`src/rtl/gpio_port.sv`:
```
// rtl/gpio_port.sv - memory-mapped GPIO port with set/clear/toggle, edge capture and maskable irq
module gpio_port #(
    parameter logic [31:0] ADDR  = 32'h0100_0000,
    parameter int          WIDTH = 8
) (
    input  logic             clk,
    input  logic             resetn,
    input  logic             mem_valid,
    input  logic             mem_ready,
    input  logic [31:0]      addr,
    input  logic [31:0]      wdata,
    input  logic [3:0]       wstrb,
    output logic             mem_port_ready,
    output logic [31:0]      rdata,
    output logic [WIDTH-1:0] odata,
    output logic [WIDTH-1:0] oe,
    input  logic [WIDTH-1:0] idata,
    output logic             irq
);

    typedef enum logic [1:0] {
        S_IDLE = 2'd0,
        S_ACK  = 2'd1,
        S_WAIT = 2'd2
    } state_t;

    localparam logic [2:0] REG_DATA = 3'd0;
    localparam logic [2:0] REG_DIR  = 3'd1;
    localparam logic [2:0] REG_IN   = 3'd2;
    localparam logic [2:0] REG_SET  = 3'd3;
    localparam logic [2:0] REG_CLR  = 3'd4;
    localparam logic [2:0] REG_TGL  = 3'd5;
    localparam logic [2:0] REG_EDGE = 3'd6;
    localparam logic [2:0] REG_MASK = 3'd7;

    state_t           state;
    logic [WIDTH-1:0] mask_r;
    logic [WIDTH-1:0] edge_r;
    logic [WIDTH-1:0] sync1;
    logic [WIDTH-1:0] sync2;
    logic [WIDTH-1:0] sync3;

    logic             hit;
    logic             accept;
    logic             wr;
    logic [2:0]       idx;
    logic [31:0]      byte_mask;
    logic [WIDTH-1:0] wm;
    logic [WIDTH-1:0] wbits;
    logic [WIDTH-1:0] rise;
    logic [WIDTH-1:0] odata_n;
    logic [WIDTH-1:0] oe_n;
    logic [WIDTH-1:0] mask_n;
    logic [WIDTH-1:0] edge_clr;
    logic [WIDTH-1:0] edge_n;
    logic [31:0]      rd_word;

    // addr[1:0] and wdata bits above WIDTH are intentionally don't-care
    logic unused_bits;
    assign unused_bits = ^{addr[1:0], wdata};

    assign hit       = mem_valid && (addr[31:5] == ADDR[31:5]);
    assign accept    = (state == S_IDLE) && hit && !mem_ready;
    assign wr        = accept && (wstrb != 4'b0000);
    assign idx       = addr[4:2];
    assign byte_mask = {{8{wstrb[3]}}, {8{wstrb[2]}}, {8{wstrb[1]}}, {8{wstrb[0]}}};
    assign wm        = byte_mask[WIDTH-1:0];
    assign wbits     = wdata[WIDTH-1:0] & wm;
    assign rise      = sync2 & ~sync3;
    // a fresh rising edge beats a simultaneous write-one-to-clear
    assign edge_n    = (edge_r & ~edge_clr) | rise;

    // next-state of the writable registers for the accepted write
    always_comb begin
        odata_n  = odata;
        oe_n     = oe;
        mask_n   = mask_r;
        edge_clr = '0;
        if (wr) begin
            case (idx)
                REG_DATA: odata_n  = (odata & ~wm) | wbits;
                REG_DIR:  oe_n     = (oe & ~wm) | wbits;
                REG_SET:  odata_n  = odata | wbits;
                REG_CLR:  odata_n  = odata & ~wbits;
                REG_TGL:  odata_n  = odata ^ wbits;
                REG_EDGE: edge_clr = wbits;
                REG_MASK: mask_n   = (mask_r & ~wm) | wbits;
                default:  ;
            endcase
        end
    end

    // read mux, zero-extended; write-only registers read back as zero
    always_comb begin
        rd_word = '0;
        case (idx)
            REG_DATA: rd_word[WIDTH-1:0] = odata;
            REG_DIR:  rd_word[WIDTH-1:0] = oe;
            REG_IN:   rd_word[WIDTH-1:0] = sync2;
            REG_EDGE: rd_word[WIDTH-1:0] = edge_r;
            REG_MASK: rd_word[WIDTH-1:0] = mask_r;
            default:  rd_word = '0;
        endcase
    end

    // bus handshake: one ready pulse per request, then wait for mem_valid to drop
    always_ff @(posedge clk) begin
        if (!resetn) begin
            state          <= S_IDLE;
            mem_port_ready <= 1'b0;
            rdata          <= '0;
        end else begin
            case (state)
                S_IDLE: begin
                    mem_port_ready <= 1'b0;
                    rdata          <= '0;
                    if (accept) begin
                        state          <= S_ACK;
                        mem_port_ready <= 1'b1;
                        rdata          <= rd_word;
                    end
                end
                S_ACK: begin
                    state          <= S_WAIT;
                    mem_port_ready <= 1'b0;
                    rdata          <= '0;
                end
                S_WAIT: begin
                    mem_port_ready <= 1'b0;
                    rdata          <= '0;
                    if (!mem_valid) begin
                        state <= S_IDLE;
                    end
                end
                default: begin
                    state          <= S_IDLE;
                    mem_port_ready <= 1'b0;
                    rdata          <= '0;
                end
            endcase
        end
    end

    // register file, input synchroniser, edge capture and interrupt
    always_ff @(posedge clk) begin
        if (!resetn) begin
            odata  <= '0;
            oe     <= '0;
            mask_r <= '0;
            edge_r <= '0;
            sync1  <= '0;
            sync2  <= '0;
            sync3  <= '0;
            irq    <= 1'b0;
        end else begin
            odata  <= odata_n;
            oe     <= oe_n;
            mask_r <= mask_n;
            edge_r <= edge_n;
            sync1  <= idata;
            sync2  <= sync1;
            sync3  <= sync2;
            irq    <= |(edge_r & mask_r);
        end
    end

endmodule

```
`config.mk`:
```
export PLATFORM = sky130hd
export DESIGN_NAME = gpio_port
export DESIGN_NICKNAME = d
export VERILOG_FILES = /design/src/rtl/gpio_port.sv
export SDC_FILE = /design/constraint.sdc
export NUM_CORES = 1
export LEC_CHECK = 0
export ABC_AREA = 1
export BUFFER_PORTS_ARGS = -buffer_cell sky130_fd_sc_hd__buf_2
export CORE_MARGIN = 2
export CORE_UTILIZATION = 30
export DETAILED_ROUTE_END_ITERATION = 8
export GPL_TIMING_DRIVEN = 0
export PLACE_DENSITY = 0.56
export RECOVER_POWER = 50
export SYNTH_ARGS = -nofsm -noshare
export SYNTH_HDL_FRONTEND = slang
export SYNTH_SLANG_ARGS = --single-unit
```
`constraint.sdc`:
```
create_clock -name clk -period 2.3 [get_ports clk]
set_input_delay 0.69 -clock clk [delete_from_list [all_inputs] [get_ports clk]]
set_output_delay 0.69 -clock clk [all_outputs]
set_load 0.1 [all_outputs]
```
==> Word-level counts from Yosys, hierarchy flattened <==
Cells that the tools add are included.
{ "word_totals": {"wordCells": 66, "ff_bits": 92, "ram_bits": 0, "latch_bits": 0, "mem_bits_ro": 0, "output_inout_bits": 50, "memories": 0} }
{ "classes": {"shift": 0, "n_bitwise": 18, "mul": 0, "addsub": 0, "muxes": 8, "n_eq_ne": 12, "div_mod_pow": 0, "n_reduce_logical": 16, "n_lt_le_gt_ge": 0} }
{ "ops": {"columns": ["cell", "n"], "rows": [
  ["bitwise AND 8 bit", 8],
  ["OR 8 bit", 5],
  ["one-hot mux 8 bit (5 select lines)", 1],
  ["NOT 8 bit", 4],
  ["one-hot mux 8 bit (4 select lines)", 1],
  ["== test 27 x 20 -> 1 bit, second input constant", 1],
  ["two-way mux 8 bit", 2],
  ["== test 3 bit, second input constant", 4],
  ["AND reduction 2 bit", 5],
  ["nonzero test 4 bit", 2],
  ["OR reduction 8 bit", 1],
  ["XOR 8 bit", 1],
  ["== test 3 x 2 -> 1 bit, second input constant", 2],
  ["one-hot mux 2 bit (3 select lines)", 1],
  ["logical AND 1 bit", 4],
  ["two-way mux 2 bit", 2],
  ["inequality test 2 bit, second input constant", 2],
  ["== test 3 x 1 -> 1 bit, second input constant", 1],
  ["logical NOT 3 bit", 1],
  ["AND reduction 3 bit", 1],
  ["== test 2 x 1 -> 1 bit, second input constant", 1],
  ["== test 2 bit, second input constant", 1],
  ["logical NOT 2 bit", 1],
  ["logical NOT 1 bit", 1],
  ["two-way mux 1 bit", 1]
]} }

==> Longest topological paths before layout <==
{ "depth": {"ltp_word": 9, "mapped_depth": 10, "mapped_depth_nobuf": 10} }

==> Worst setup path before layout <==
Ideal clock, no wire load.
{ "synth_path": {"path_type": "input -> register", "startpoint": "in wstrb[0]", "endpoint": "reg odata[4]", "path_buffers": 2, "slack_ns": 0.567, "path_stages": 9, "arrival_time_ns": 1.670, "setup_time_ns": 0.064, "path_cell_list": "buf_4 buf_2 nand2_1 ha_1 o21ai_0 inv_1 nand2_1 nor2_1 nor2_1"} }
{ "synth_between": {"elab_chain_cells": 4, "word_cells_on_any_way": 12} }
{ "synth_lines": {"columns": ["item", "line_no", "rtl"], "rows": [
  ["start: declaration", "12", "input logic [3:0] wstrb,"],
  ["bitwise AND 8 bit / NOT 8 bit (equally long branches)", "68, 81", null],
  ["NOT 8 bit / bitwise AND 8 bit (equally long branches)", "84, 81", null],
  ["bitwise AND 8 bit / OR 8 bit (equally long branches)", "84, 81", null],
  ["one-hot mux 8 bit (4 select lines)", "80", "case (idx)"],
  ["end signal: assignment", "156", "odata <= odata_n;"],
  ["end: declaration", "15", "output logic [WIDTH-1:0] odata,"]
]} }
Several ways; a longest one is shown, not always the timed one.
A chain may end at the register's enable or synchronous reset.

==> Worst setup path after layout <==
{ "layout_path": {"startpoint": "in addr[2]", "endpoint": "reg rdata[0]"} }
{ "layout_between": {"elab_chain_cells": 2, "word_cells_on_any_way": 6} }
{ "layout_lines": {"columns": ["item", "line_no", "rtl"], "rows": [
  ["start: declaration", "10", "input logic [31:0] addr,"],
  ["== test 3 bit (tied with other cells)", "96", "case (idx)"],
  ["one-hot mux 8 bit (5 select lines) *", "96", null],
  ["end signal: assignment", "120", "rdata <= rd_word;"],
  ["end: declaration", "14", "output logic [31:0] rdata,"]
]} }
Mark *: on every way between the ends. The rest lies on a longest branch, timed or not.

==> results.md <==
* Mapped Cells at 516
* Slew Limit Fails at 0
* Setup violations, final at 0
* Tcrit/Tclk final at 83.9%
* Critical path class: input port to flop
* Initial DRC count at 238
* Initial Util at 30.8%
* Nets at 715
* Largest net degree at the start of global routing at 14
* Fmax at 518 MHz
* Post-Layout Inst Area at 4490 µm²
* CORE AREA at 11400 µm²
* Number of buffers inserted by hold repair at cts at 0
* Synth Cell Area at 3520 µm²
* Antenna viol nets, final at 0
* WL/cell at 12.6 µm
* Vias in the first global route at 3259
* CTS H-tree depth at 3
* Max transition margin at 63.2%
* Min cycle time layout at 1.93 ns
* Critical path capture point type: flop
* Most frequent cells in the layout: nand2_1, nor2_1, inv_1
* Final Hold Fails at 0
* IO Count at 130
* TritonCTS clock tree: built
* Count of cell types in the netlist at 30
* Clk_lat worst skew at 0.33 ns
* Worst slew pin tran at 0.554 ns
* Startpoint types: input port
* FF+latch count, synth at 68
* Setup Skew at 0.00718 ns
* Inserted Clock Buffers at 9
* I/O Buffers at 77
* Largest area contributor in the netlist: dfxtp_1
* Post-CTS Setup Bufs at 0
* Most common cell after layout, fill and taps aside: nand2_1
* First-pass GRT wire length at 15.9 mm
* Root buffer cell: clkbuf_16
* Ant. Diodes at 0
* Data arrival time of the worst path at 2.18 ns
* Initial antenna violation count at 0
* Maxcap violations at 0
* Ys Warns at 0
* DRT Pass-1 Iters at 4
* Residual DRC count at 0
* Sequential Area at 1360 µm²
* Hold Startpoint: sync1[4]
* Avg Cell Area, Syn at 6.82 µm²
* Die area at 12600 µm²
* Final global-route overflow total at 0
* Multi-input gate area at 1690 µm²
* RSZ-0062 raised after global routing: no
* Fill cell count at 1237
* Via count at 3419
* Synth top area cells: dfxtp_1, nand2_1, nor2_1
* Synth top area share at 38.7%
* Post-Place Cell Area at 4170 µm²
* Final WL at 9.74 mm
* Die Y-Extent at 112 µm
* WP data required at 2.55 ns
* CTS max path bufs at 2
* Seq/Total Area, Yosys at 38.7%
* Power Dens Cells at 705 nW/µm²
* Clock transition at path regs at 0.06 ns
* VDD IR max at 396 µV
* GPL Wtd Cong at 0.907
* Sinks on Clock Net at 68
* DP HPWL at 7.56 mm
* Layout area overhead at 27.4%
* Worst setup path start: addr[2]
* Crit-path max FO at 10
* Final setup TNS at 0 ns
* Reg-to-reg startpoint: state[1]
* Row cnt at 39
* CTS resizes at 0
* Vias per inst at 4.41
* Leak pwr at 0.00222 µW
* Status: finished clean
* Die W at 112 µm
* Layout cells sized above 1 at 21.4%
* Hold Path Class: flop to flop
* Total GRT Usage at 15.9%
[area by class of cell]
class	instances	area share, %
repair buffers	77	8.54
clock buffers	10	5.33
flip-flops and latches	68	30.3
plain buffers	36	5.63
inverters	75	6.28
well taps	143	3.99
clock inverters	6	2.12
multi-input cells	360	37.8
[critical path, cell delays in order]
cell and delay (ns):
buf_2 0.15, nor2_2 0.39, nand2_1 0.32, o21ai_0 0.43, nor3_1 0.10, nor2_1 0.10
[cell families after synthesis]
kind of cell | after synthesis | synth area share, %
adders and majority gates | 8 | 2.84
other | 1 | 0.107
and+or+nand+nor | 250 | 30.8
DFF | 68 | 38.7
buffers and inverters | 111 | 15.2
AOI/OAI and AO/OA | 78 | 12.3
[metrics by stage]
| step | instances | worst slack (ns) | total power (µW) | utilization (%) | hold WS, ns |
|---|---|---|---|---|---|
| 2_1_floorplan | 539 | 0.567 | 1560 | - | 0.390 |
| 3_3_place_gp | 759 | 0.0926 | 1650 | 36.5 | 0.398 |
| 3_5_place_dp | 759 | 0.0793 | 1660 | 36.5 | 0.397 |
| 4_1_cts | 775 | 0.423 | 3190 | 39.4 | 0.411 |
| 5_1_grt | 775 | 0.215 | 3280 | 39.3 | 0.431 |
| 6_report | 775 | 0.371 | 3160 | 39.3 | 0.411 |
[worst paths after layout]
path                            endpoint  depth (start not counted)  slack [ns]
worst max register to register  rdata[6]                          7        0.67
worst max-delay path            rdata[0]                          6        0.37
worst min register to register  sync2[4]                          2        0.41
worst min-delay path            sync2[4]                          2        0.41
[power breakdown]
| group | internal [µW] | switching (µW) | leakage (µW) |
|---|---|---|---|
| logic | 106 | 312 | 0.00150 |
| clock network | 990 | 541 | 0.000164 |
| registers | 1200 | 12.4 | 0.000553 |
[cells in the mapped netlist]
| library cell | number |
|---|---|
| nor2_1 | 99 |
| o21bai_1 | 8 |
| nor2_2 | 2 |
| buf_6 | 2 |
| nor2_4 | 2 |
| a21oi_1 | 17 |
| nor3_2 | 1 |
| o21ai_0 | 37 |
| o21ai_1 | 3 |
| nor3_1 | 9 |
| nor2_8 | 2 |
| ha_1 | 8 |
| nand3_1 | 25 |
| a211oi_1 | 2 |
| a221oi_1 | 2 |
| nand3_4 | 1 |
| buf_2 | 2 |
| inv_2 | 3 |
| nand2_4 | 1 |
| nand3_2 | 2 |
| nand3b_1 | 1 |
| nand2_2 | 3 |
| inv_1 | 71 |
| nand2_1 | 102 |
| buf_4 | 27 |
| clkinv_1 | 1 |
| conb_1 | 1 |
| dfxtp_1 | 68 |
| clkbuf_1 | 5 |
| o22ai_1 | 9 |
[metal layers]
layer	GRT usage, %	wire length [µm]	up-vias
met5	0	0	-
met4	5.28	155	0
met3	4.00	811	11
met1	20.1	4310	1499
li1	-	-	1792
met2	26.7	4470	117
Note: power is estimated with default switching activity, not from simulation.
